`config.mk`:
```
export PLATFORM = sky130hd
export DESIGN_NAME = video_in_dma
export DESIGN_NICKNAME = d
export VERILOG_FILES = /design/src/rtl/video_in_dma.sv
export SDC_FILE = /design/constraint.sdc
export NUM_CORES = 1
export LEC_CHECK = 0
export ABC_AREA = 0
export CAP_MARGIN = 25
export CORE_MARGIN = 5
export CORE_UTILIZATION = 45
export CTS_BUF_LIST = sky130_fd_sc_hd__clkbuf_4 sky130_fd_sc_hd__clkbuf_8
export CTS_CLUSTER_DIAMETER = 60
export DETAILED_ROUTE_END_ITERATION = 12
export PLACE_DENSITY_LB_ADDON = 0.15
export SLEW_MARGIN = 5
export SYNTH_ARGS = -nofsm -noshare
export SYNTH_HDL_FRONTEND = slang
export SYNTH_SLANG_ARGS = --single-unit
```
`constraint.sdc`:
```
create_clock -name clk -period 6.7 [get_ports clk]
set_input_delay 1.005 -clock clk [delete_from_list [all_inputs] [get_ports clk]]
set_output_delay 1.005 -clock clk [all_outputs]
set_load 0.02 [all_outputs]
```
`src/rtl/video_in_dma.sv`:
```
// rtl/video_in_dma.sv - Streams FIFO pixel words into RAM frame buffers over Wishbone.
// Bursts of NB_PACK pixels hold CYC; a frame raises a timed interrupt, optionally ping-ponging buffers.
module video_in_dma #(
   parameter int WIDTH   = 640,
   parameter int HEIGHT  = 480,
   parameter int NB_PACK = 16,
   parameter int STRIDE  = 640,
   parameter int IRQ_LEN = 3
) (
   input  logic        clk,
   input  logic        nRST,
   input  logic [31:0] cfg_ctrl,
   input  logic [31:0] cfg_addr0,
   input  logic [31:0] cfg_addr1,
   input  logic        nb_pack_available,
   input  logic [31:0] data_fifo,
   output logic        r_ack,
   output logic        interrupt,
   output logic        err_irq,
   output logic        buf_idx,
   output logic        busy,
   output logic        new_addr,
   output logic        p_wb_STB_O,
   output logic        p_wb_CYC_O,
   output logic        p_wb_LOCK_O,
   output logic        p_wb_WE_O,
   output logic [3:0]  p_wb_SEL_O,
   output logic [31:0] p_wb_ADR_O,
   output logic [31:0] p_wb_DAT_O,
   input  logic        p_wb_ACK_I,
   input  logic        p_wb_ERR_I
);
   localparam int COL_W  = $clog2(WIDTH + 1);
   localparam int LINE_W = $clog2(HEIGHT + 1);
   localparam int BW_W   = $clog2(NB_PACK / 4 + 1);
   localparam logic [COL_W-1:0]  COL_LAST  = COL_W'(WIDTH - 4);
   localparam logic [LINE_W-1:0] LINE_LAST = LINE_W'(HEIGHT - 1);
   localparam logic [BW_W-1:0]   BW_LAST   = BW_W'(NB_PACK / 4 - 1);
   localparam logic [3:0]        IRQ_LOAD  = 4'(IRQ_LEN - 1);

   typedef enum logic [2:0] {
      S_IDLE, S_WAIT_PACK, S_WRITE, S_BREAK, S_FRAME_DONE, S_ERROR
   } state_t;

   state_t             state_q, state_d;
   logic               start_q;
   logic [31:0]        base0_q, base0_d, base1_q, base1_d;
   logic               pp_q, pp_d, buf_q, buf_d;
   logic [COL_W-1:0]   col_q, col_d;
   logic [LINE_W-1:0]  line_q, line_d;
   logic [31:0]        lbase_q, lbase_d;
   logic [BW_W-1:0]    bw_q, bw_d;
   logic [3:0]         irq_q, irq_d;
   logic               abort;
   logic [31:0]        wr_adr;
   logic               unused_ctrl;

   assign abort       = cfg_ctrl[2];
   assign unused_ctrl = ^cfg_ctrl[31:3];
   assign new_addr    = cfg_ctrl[0] & ~start_q;

   // line*STRIDE is carried in lbase_q, bumped by STRIDE at each line end
   assign wr_adr      = (buf_q ? base1_q : base0_q) + lbase_q + 32'(col_q);

   assign p_wb_STB_O  = (state_q == S_WRITE);
   assign p_wb_CYC_O  = (state_q == S_WRITE) || (state_q == S_BREAK);
   assign p_wb_ADR_O  = (state_q == S_WRITE) ? wr_adr : 32'h0;
   assign p_wb_DAT_O  = data_fifo;
   assign p_wb_SEL_O  = 4'hF;
   assign p_wb_WE_O   = 1'b1;
   assign p_wb_LOCK_O = 1'b0;
   assign interrupt   = (state_q == S_FRAME_DONE);
   assign busy        = (state_q != S_IDLE) && (state_q != S_ERROR);
   assign buf_idx     = buf_q;

   always_ff @(posedge clk or negedge nRST) begin
      if (!nRST) begin
         state_q <= S_IDLE;
         start_q <= 1'b0;
         base0_q <= '0;
         base1_q <= '0;
         pp_q    <= 1'b0;
         buf_q   <= 1'b0;
         col_q   <= '0;
         line_q  <= '0;
         lbase_q <= '0;
         bw_q    <= '0;
         irq_q   <= '0;
      end else begin
         state_q <= state_d;
         start_q <= cfg_ctrl[0];
         base0_q <= base0_d;
         base1_q <= base1_d;
         pp_q    <= pp_d;
         buf_q   <= buf_d;
         col_q   <= col_d;
         line_q  <= line_d;
         lbase_q <= lbase_d;
         bw_q    <= bw_d;
         irq_q   <= irq_d;
      end
   end

   always_comb begin
      state_d = state_q;
      base0_d = base0_q;
      base1_d = base1_q;
      pp_d    = pp_q;
      buf_d   = buf_q;
      col_d   = col_q;
      line_d  = line_q;
      lbase_d = lbase_q;
      bw_d    = bw_q;
      irq_d   = irq_q;
      r_ack   = 1'b0;
      err_irq = 1'b0;
      // A start edge wins in every state, cutting any in-flight word without r_ack
      if (new_addr) begin
         base0_d = cfg_addr0;
         base1_d = cfg_addr1;
         pp_d    = cfg_ctrl[1];
         buf_d   = 1'b0;
         col_d   = '0;
         line_d  = '0;
         lbase_d = '0;
         bw_d    = '0;
         state_d = S_WAIT_PACK;
      end else begin
         case (state_q)
            S_WAIT_PACK: begin
               if (abort)                  state_d = S_IDLE;
               else if (nb_pack_available) state_d = S_WRITE;
            end
            S_WRITE: begin
               if (p_wb_ERR_I) begin
                  err_irq = 1'b1;
                  state_d = S_ERROR;
               end else if (p_wb_ACK_I) begin
                  r_ack = 1'b1;
                  bw_d  = (bw_q == BW_LAST) ? '0 : bw_q + 1'b1;
                  if (col_q == COL_LAST) begin
                     col_d   = '0;
                     line_d  = line_q + 1'b1;
                     lbase_d = lbase_q + 32'(STRIDE);
                  end else begin
                     col_d = col_q + COL_W'(4);
                  end
                  if (abort) begin
                     state_d = S_IDLE;
                  end else if (col_q == COL_LAST && line_q == LINE_LAST) begin
                     state_d = S_FRAME_DONE;
                     irq_d   = IRQ_LOAD;
                  end else if (bw_q == BW_LAST) begin
                     state_d = S_WAIT_PACK;
                  end else begin
                     state_d = S_BREAK;
                  end
               end
            end
            S_BREAK: state_d = abort ? S_IDLE : S_WRITE;
            S_FRAME_DONE: begin
               if (abort) begin
                  state_d = S_IDLE;
               end else if (irq_q == 4'd0) begin
                  if (pp_q) begin
                     buf_d   = ~buf_q;
                     col_d   = '0;
                     line_d  = '0;
                     lbase_d = '0;
                     bw_d    = '0;
                     state_d = S_WAIT_PACK;
                  end else begin
                     state_d = S_IDLE;
                  end
               end else begin
                  irq_d = irq_q - 4'd1;
               end
            end
            default: ;
         endcase
      end
   end
endmodule

```
======== Word-level counts from Yosys, hierarchy flattened ========
Index checks and enable logic that the tools add are counted.
storage, ports and cells
  bits in registers ....................... 128
  input bits .............................. 133
  output and inout bits ................... 78
  word-level logic and storage cells ...... 128
cells by class
  add/subtract/negate cells ............... 7
  equality and inequality tests ........... 24
  muxes and demuxes ....................... 66
  bitwise logic cells ..................... 4
  reduce and logical (&&, ||, !) cells .... 16
operators with widths
  cell                                                    count
  2-to-1 mux 32 bit                                       9
  2-to-1 mux 10 bit                                       7
  case mux 32 bit (2 select lines)                        1
  2-to-1 mux 9 bit                                        7
  2-to-1 mux 3 bit                                        16
  adder 32 x 10 -> 32 bit                                 1
  adder 32 x 10 -> 32 bit (second input constant)         1
  adder 32 bit                                            1
  2-to-1 mux 4 bit                                        6
  case mux 10 bit (2 select lines)                        1
  case mux 9 bit (2 select lines)                         1
  2-to-1 mux 1 bit                                        13
  case mux 3 bit (4 select lines)                         1
  adder 10 x 3 -> 10 bit (second input constant)          1
  == test 10 bit (second input constant)                  1
  adder 9 x 1 -> 9 bit (second input constant)            1
  == test 3 x 2 -> 1 bit (second input constant)          3
  == test 9 bit (second input constant)                   1
  inequality test 3 x 2 -> 1 bit (second input constant)  3
  inequality test 2 bit (second input constant)           4
  inequality test 4 x 2 -> 1 bit (second input constant)  2
  case mux 4 bit (2 select lines)                         1
  AND reduction 4 bit                                     2
  AND reduction 8 bit                                     1
  20 further kinds                                        32

======== Logic depth before layout (Yosys ltp) ========
  word-level depth ........................ 8
  gate-level depth with buffers ........... 13
  mapped depth without buffers ............ 11

======== Least setup slack after synthesis ========
Ideal clock, no wire load.
  path kind ............................... reg-to-output
  start point ............................. register buf_q, in the netlist buf_idx
  end point ............................... output port p_wb_ADR_O[29]
  arrival time ............................ 3.978 ns
  required time ........................... 5.695 ns
  setup slack ............................. 1.717 ns
  stages on the path, launching flop included .. 14
  buffers on the path ..................... 3
  path through ............................ dfrtp_1 > clkbuf_1 > clkbuf_1 > mux2_2 > fa_1 > ha_1 > clkbuf_1 > o21ai_0 > nor2_1 > o41a_1 > o21ai_0 > a21oi_1 > o21a_1 > nor3_1
on the way
  cells in the longest elaborated chain, start to end .. 4
ends and longest elaborated chain
  item                     RTL line  source
  from (decl)              48        logic pp_q, pp_d, buf_q, buf_d;
  from (signal assigned)   95        buf_q <= buf_d;
  2-to-1 mux 32 bit        63        assign wr_adr = (buf_q ? base1_q : base0_q) + lbase_q + 32'(col_q);
  adder 32 bit             63
  adder 32 x 10 -> 32 bit  63
  2-to-1 mux 32 bit        67        assign p_wb_ADR_O = (state_q == S_WRITE) ? wr_adr : 32'h0;
  to (decl)                28        output logic [31:0] p_wb_ADR_O,
No other way between the ends.

======== Worst setup path in the final report ========
  start point ............................. register buf_q, in the netlist buf_idx
  end point ............................... output port p_wb_ADR_O[23]
Same word-level chain as after synthesis.

==> flow_metrics.tcl <==
set metrics [dict create \
    status "complete, no violations" \
    avgRoutedWirePerCell_um 15.68 \
    place_area_um2 9455 \
    min_from "base1_q[28]$_DFFE_PN0P_" \
    synth.avg_cell_area_um2 8.177 \
    dr_total_vias 7262 \
    cp.arrival_ns 5.14 \
    root_buffer "clkbuf_8" \
    worst_pin_slew_ns 0.8930 \
    regArea_um2 2978 \
    power.share.clock_pct 26.2 \
    setup_viol 0 \
    rr_endpoint "line_q[8]$_DFFE_PN0P_" \
    leakage_nw 4.655 \
    cp_max_fo 13 \
    p_sw_mw 1.008 \
    synth-simple-area-share_pct 25.24 \
    wl_mm 21.01 \
    drt_first_pass_iters 8 \
    ys_top_cells_by_count "nand2_1 (262), dfrtp_1 (119), o21ai_0 (66)" \
    port_buffers 111 \
    synth_xor_area_share_pct 2.373 \
    max_freq_mhz 162.8 \
    synth_seq_cells 119 \
    drive_gt1_share_pct 8.047 \
    track_usage_pct 19.45 \
    fillers 1809 \
    slew_headroom_pct 40.25 \
    grt-ovfl-total 0 \
    ff2ff_setup_slack_ns 3.20 \
    slew_viol_final 0 \
    die_y_um 147.3 \
    cp.required_ns 5.69 \
    p_per_area_nw_per_um2 265.2 \
    ff2ff_path_depth 8 \
    async_flop_share_pct 100.0 \
    start_util_pct 45.53 \
    min_period_ns 6.143 \
    htree_num_levels 4 \
    start_kind "flip-flop" \
    cts_made_buffers 17 \
    swShare_pct 38.50 \
    crit_path_end_kind "output port" \
    clk_pin_slew_ns 0.08 \
    maxCapViolations 0 \
    hold_depth 2 \
    avgViaCountPerCell 5.419 \
    synthMuxAreaShare_pct 4.570 \
    reg2reg_from "state_q[2]$_DFFE_PN0P_" \
    period_share_pct 91.69 \
    grt_pass1_vias 6830 \
    p_comb_share_pct 38.4 \
    yosysWarningCount 0 \
    yosys.area.top_type "dfrtp_1" \
    power.total_mw 2.617 \
    synth_area_um2 8488 \
    antenna_found_initial 0 \
    syn_inst 1038 \
    crit_type "flip-flop to output port" \
    seq_area_frac_synth_pct 35.08 \
    grt_max_degree 71 \
    cts.hold.buffers_added 0 \
    synth_compound_area_share_pct 15.63 \
    cts-resized-gates 0 \
    cts_setup_buffers 0 \
    yosysUniqueCellTypes 66 \
    hpwl_mm 15.51 \
    tns_ns 0 \
    cts_sinks 119 \
    synth_most_common_cell "nand2_1" \
    synth_edf_count 0 \
    synth_top_family_by_area "simple AND/OR/NAND/NOR gates" \
    rows 50 \
    synth_top_area_share_pct 35.08 \
    dieArea_um2 21710 \
    fin_area_um2 9869 \
    grt_pass1_wl_mm 34.44 \
    area_growth_pct 16.27 \
    p_int_mw 1.610 \
    ir_drop_v 0.0001283 \
    antenna_cells 0 \
    hold_class "flip-flop to flip-flop" \
    synth_fa_ha_area_share_pct 10.23 \
    postRouteAntennaNets 0 \
    place_congestion 0.8704 \
    multi_input_area_um2 4962 \
    hold_viol 0 \
    drc 0 \
    die_x_um 147.3 \
    layout.nets 1293 \
    core_area_um2 18640 \
    seqPwrFrac_pct 35.4 \
    finish.utilization_pct 52.94 \
    synth_ff_type "dfrtp_1" \
    clock_latency_ns 0.44 \
    hold_end "base1_q[28]$_DFFE_PN0P_" \
    clock_skew_ns 0.01685 \
    ios 211 \
    drtIter0Drc 557 \
    cts.path.max_buffers 2 \
    rsz0062_at_grt "false" \
    ys_top_cells_by_area "dfrtp_1 (35%), nand2_1 (12%), ha_1 (9.3%)" \
    tritoncts "built" \
]
==> metal layers <==
layer,track usage [%],wire length [um]
met4,4.101,171
met5,0,0
met3,4.318,1080
met2,29.86,9439
met1,28.32,10320
==> cells by family (layout without fill, tap and decap cells) <==
logic type      after synthesis  after routing
other cells                   2              9
simple gates                473            473
mux                          35             35
xor+xnor                     23             23
buf+inv                     104            165
fa+ha+maj                    67             67
compound gates              215            215
flops                       119            119
==> flip-flops by register name, summed over array words and instances (netlist names) <==
name and cells:
irq_q 4, col_q 8, line_q 9, pp_q 1
base1_q 32, buf_idx 1, base0_q 32, lbase_q 25
start_q 1, state_q 3, bw_q 3
==> power by group through the flow <==
stage,sequential (mW),clock [mW],combinational (mW)
floorplan,0.905,0,0.739
global placement,0.936,0,0.989
detailed placement,0.939,0,0.997
CTS,0.926,0.708,1.00
global route,0.943,0.743,1.12
finish,0.927,0.687,1.00
==> worst max-delay path, stage by stage, from the launching register on <==
cell and delay [ns]:
dfrtp_1 0.73, buf_4 0.34, buf_4 0.24, mux2_2 0.36, ha_1 0.28, ha_1 0.50, nand3_1 0.15, or4b_2 0.63
a21o_1 0.24, a31oi_1 0.23, nor3_1 0.08, nor3_1 0.26, clkdlybuf4s50_1 0.66
==> stage by stage <==
step                std cells  setup slack (ns)  hold WS (ns)
detailed placement       1308             1.001        0.4565
global route             1340            0.3098        0.4940
global placement         1308             1.022        0.4520
finish                   1340            0.5566        0.4698
floorplan                1045             1.717        0.4379
CTS                      1340            0.4880        0.4744
==> how the worst max path moves through the flow <==
stage	slack, ns	from	to	depth (start not counted)
after floorplan	1.72	buf_idx$_DFFE_PN0P_	p_wb_ADR_O[29]	13
after global placement	1.02	buf_idx$_DFFE_PN0P_	p_wb_ADR_O[23]	12
after detailed placement	1.00	buf_idx$_DFFE_PN0P_	p_wb_ADR_O[23]	12
after CTS	0.49	buf_idx$_DFFE_PN0P_	p_wb_ADR_O[23]	12
after global routing	0.31	buf_idx$_DFFE_PN0P_	p_wb_ADR_O[23]	13
final	0.56	buf_idx$_DFFE_PN0P_	p_wb_ADR_O[23]	12
==> cell type report <==
cell class / instances / share of cell area [%]
clock buffer: 18 / 2.447
clock inverter: 14 / 1.749
inverter: 15 / 0.6212
multi-input combinational: 822 / 50.28
sequential: 119 / 30.17
tap: 234 / 2.967
timing repair buffer: 118 / 11.76
==> cells in the final DEF, fill, tap and decap left out, types with 12 or more instances in the layout <==
master,instances
a21o_1,24
a21oi_1,44
a31oi_1,16
and3_1,17
clkbuf_8,17
clkdlybuf4s50_1,110
dfrtp_1,119
ha_1,63
inv_1,12
mux2_2,30
nand2_1,262
nand3_1,28
nand4_1,18
nor2_1,65
nor3_1,23
o21ai_0,66
o31ai_1,13
xnor2_1,15
No activity file was read; power rests on OpenSTA's default activity.
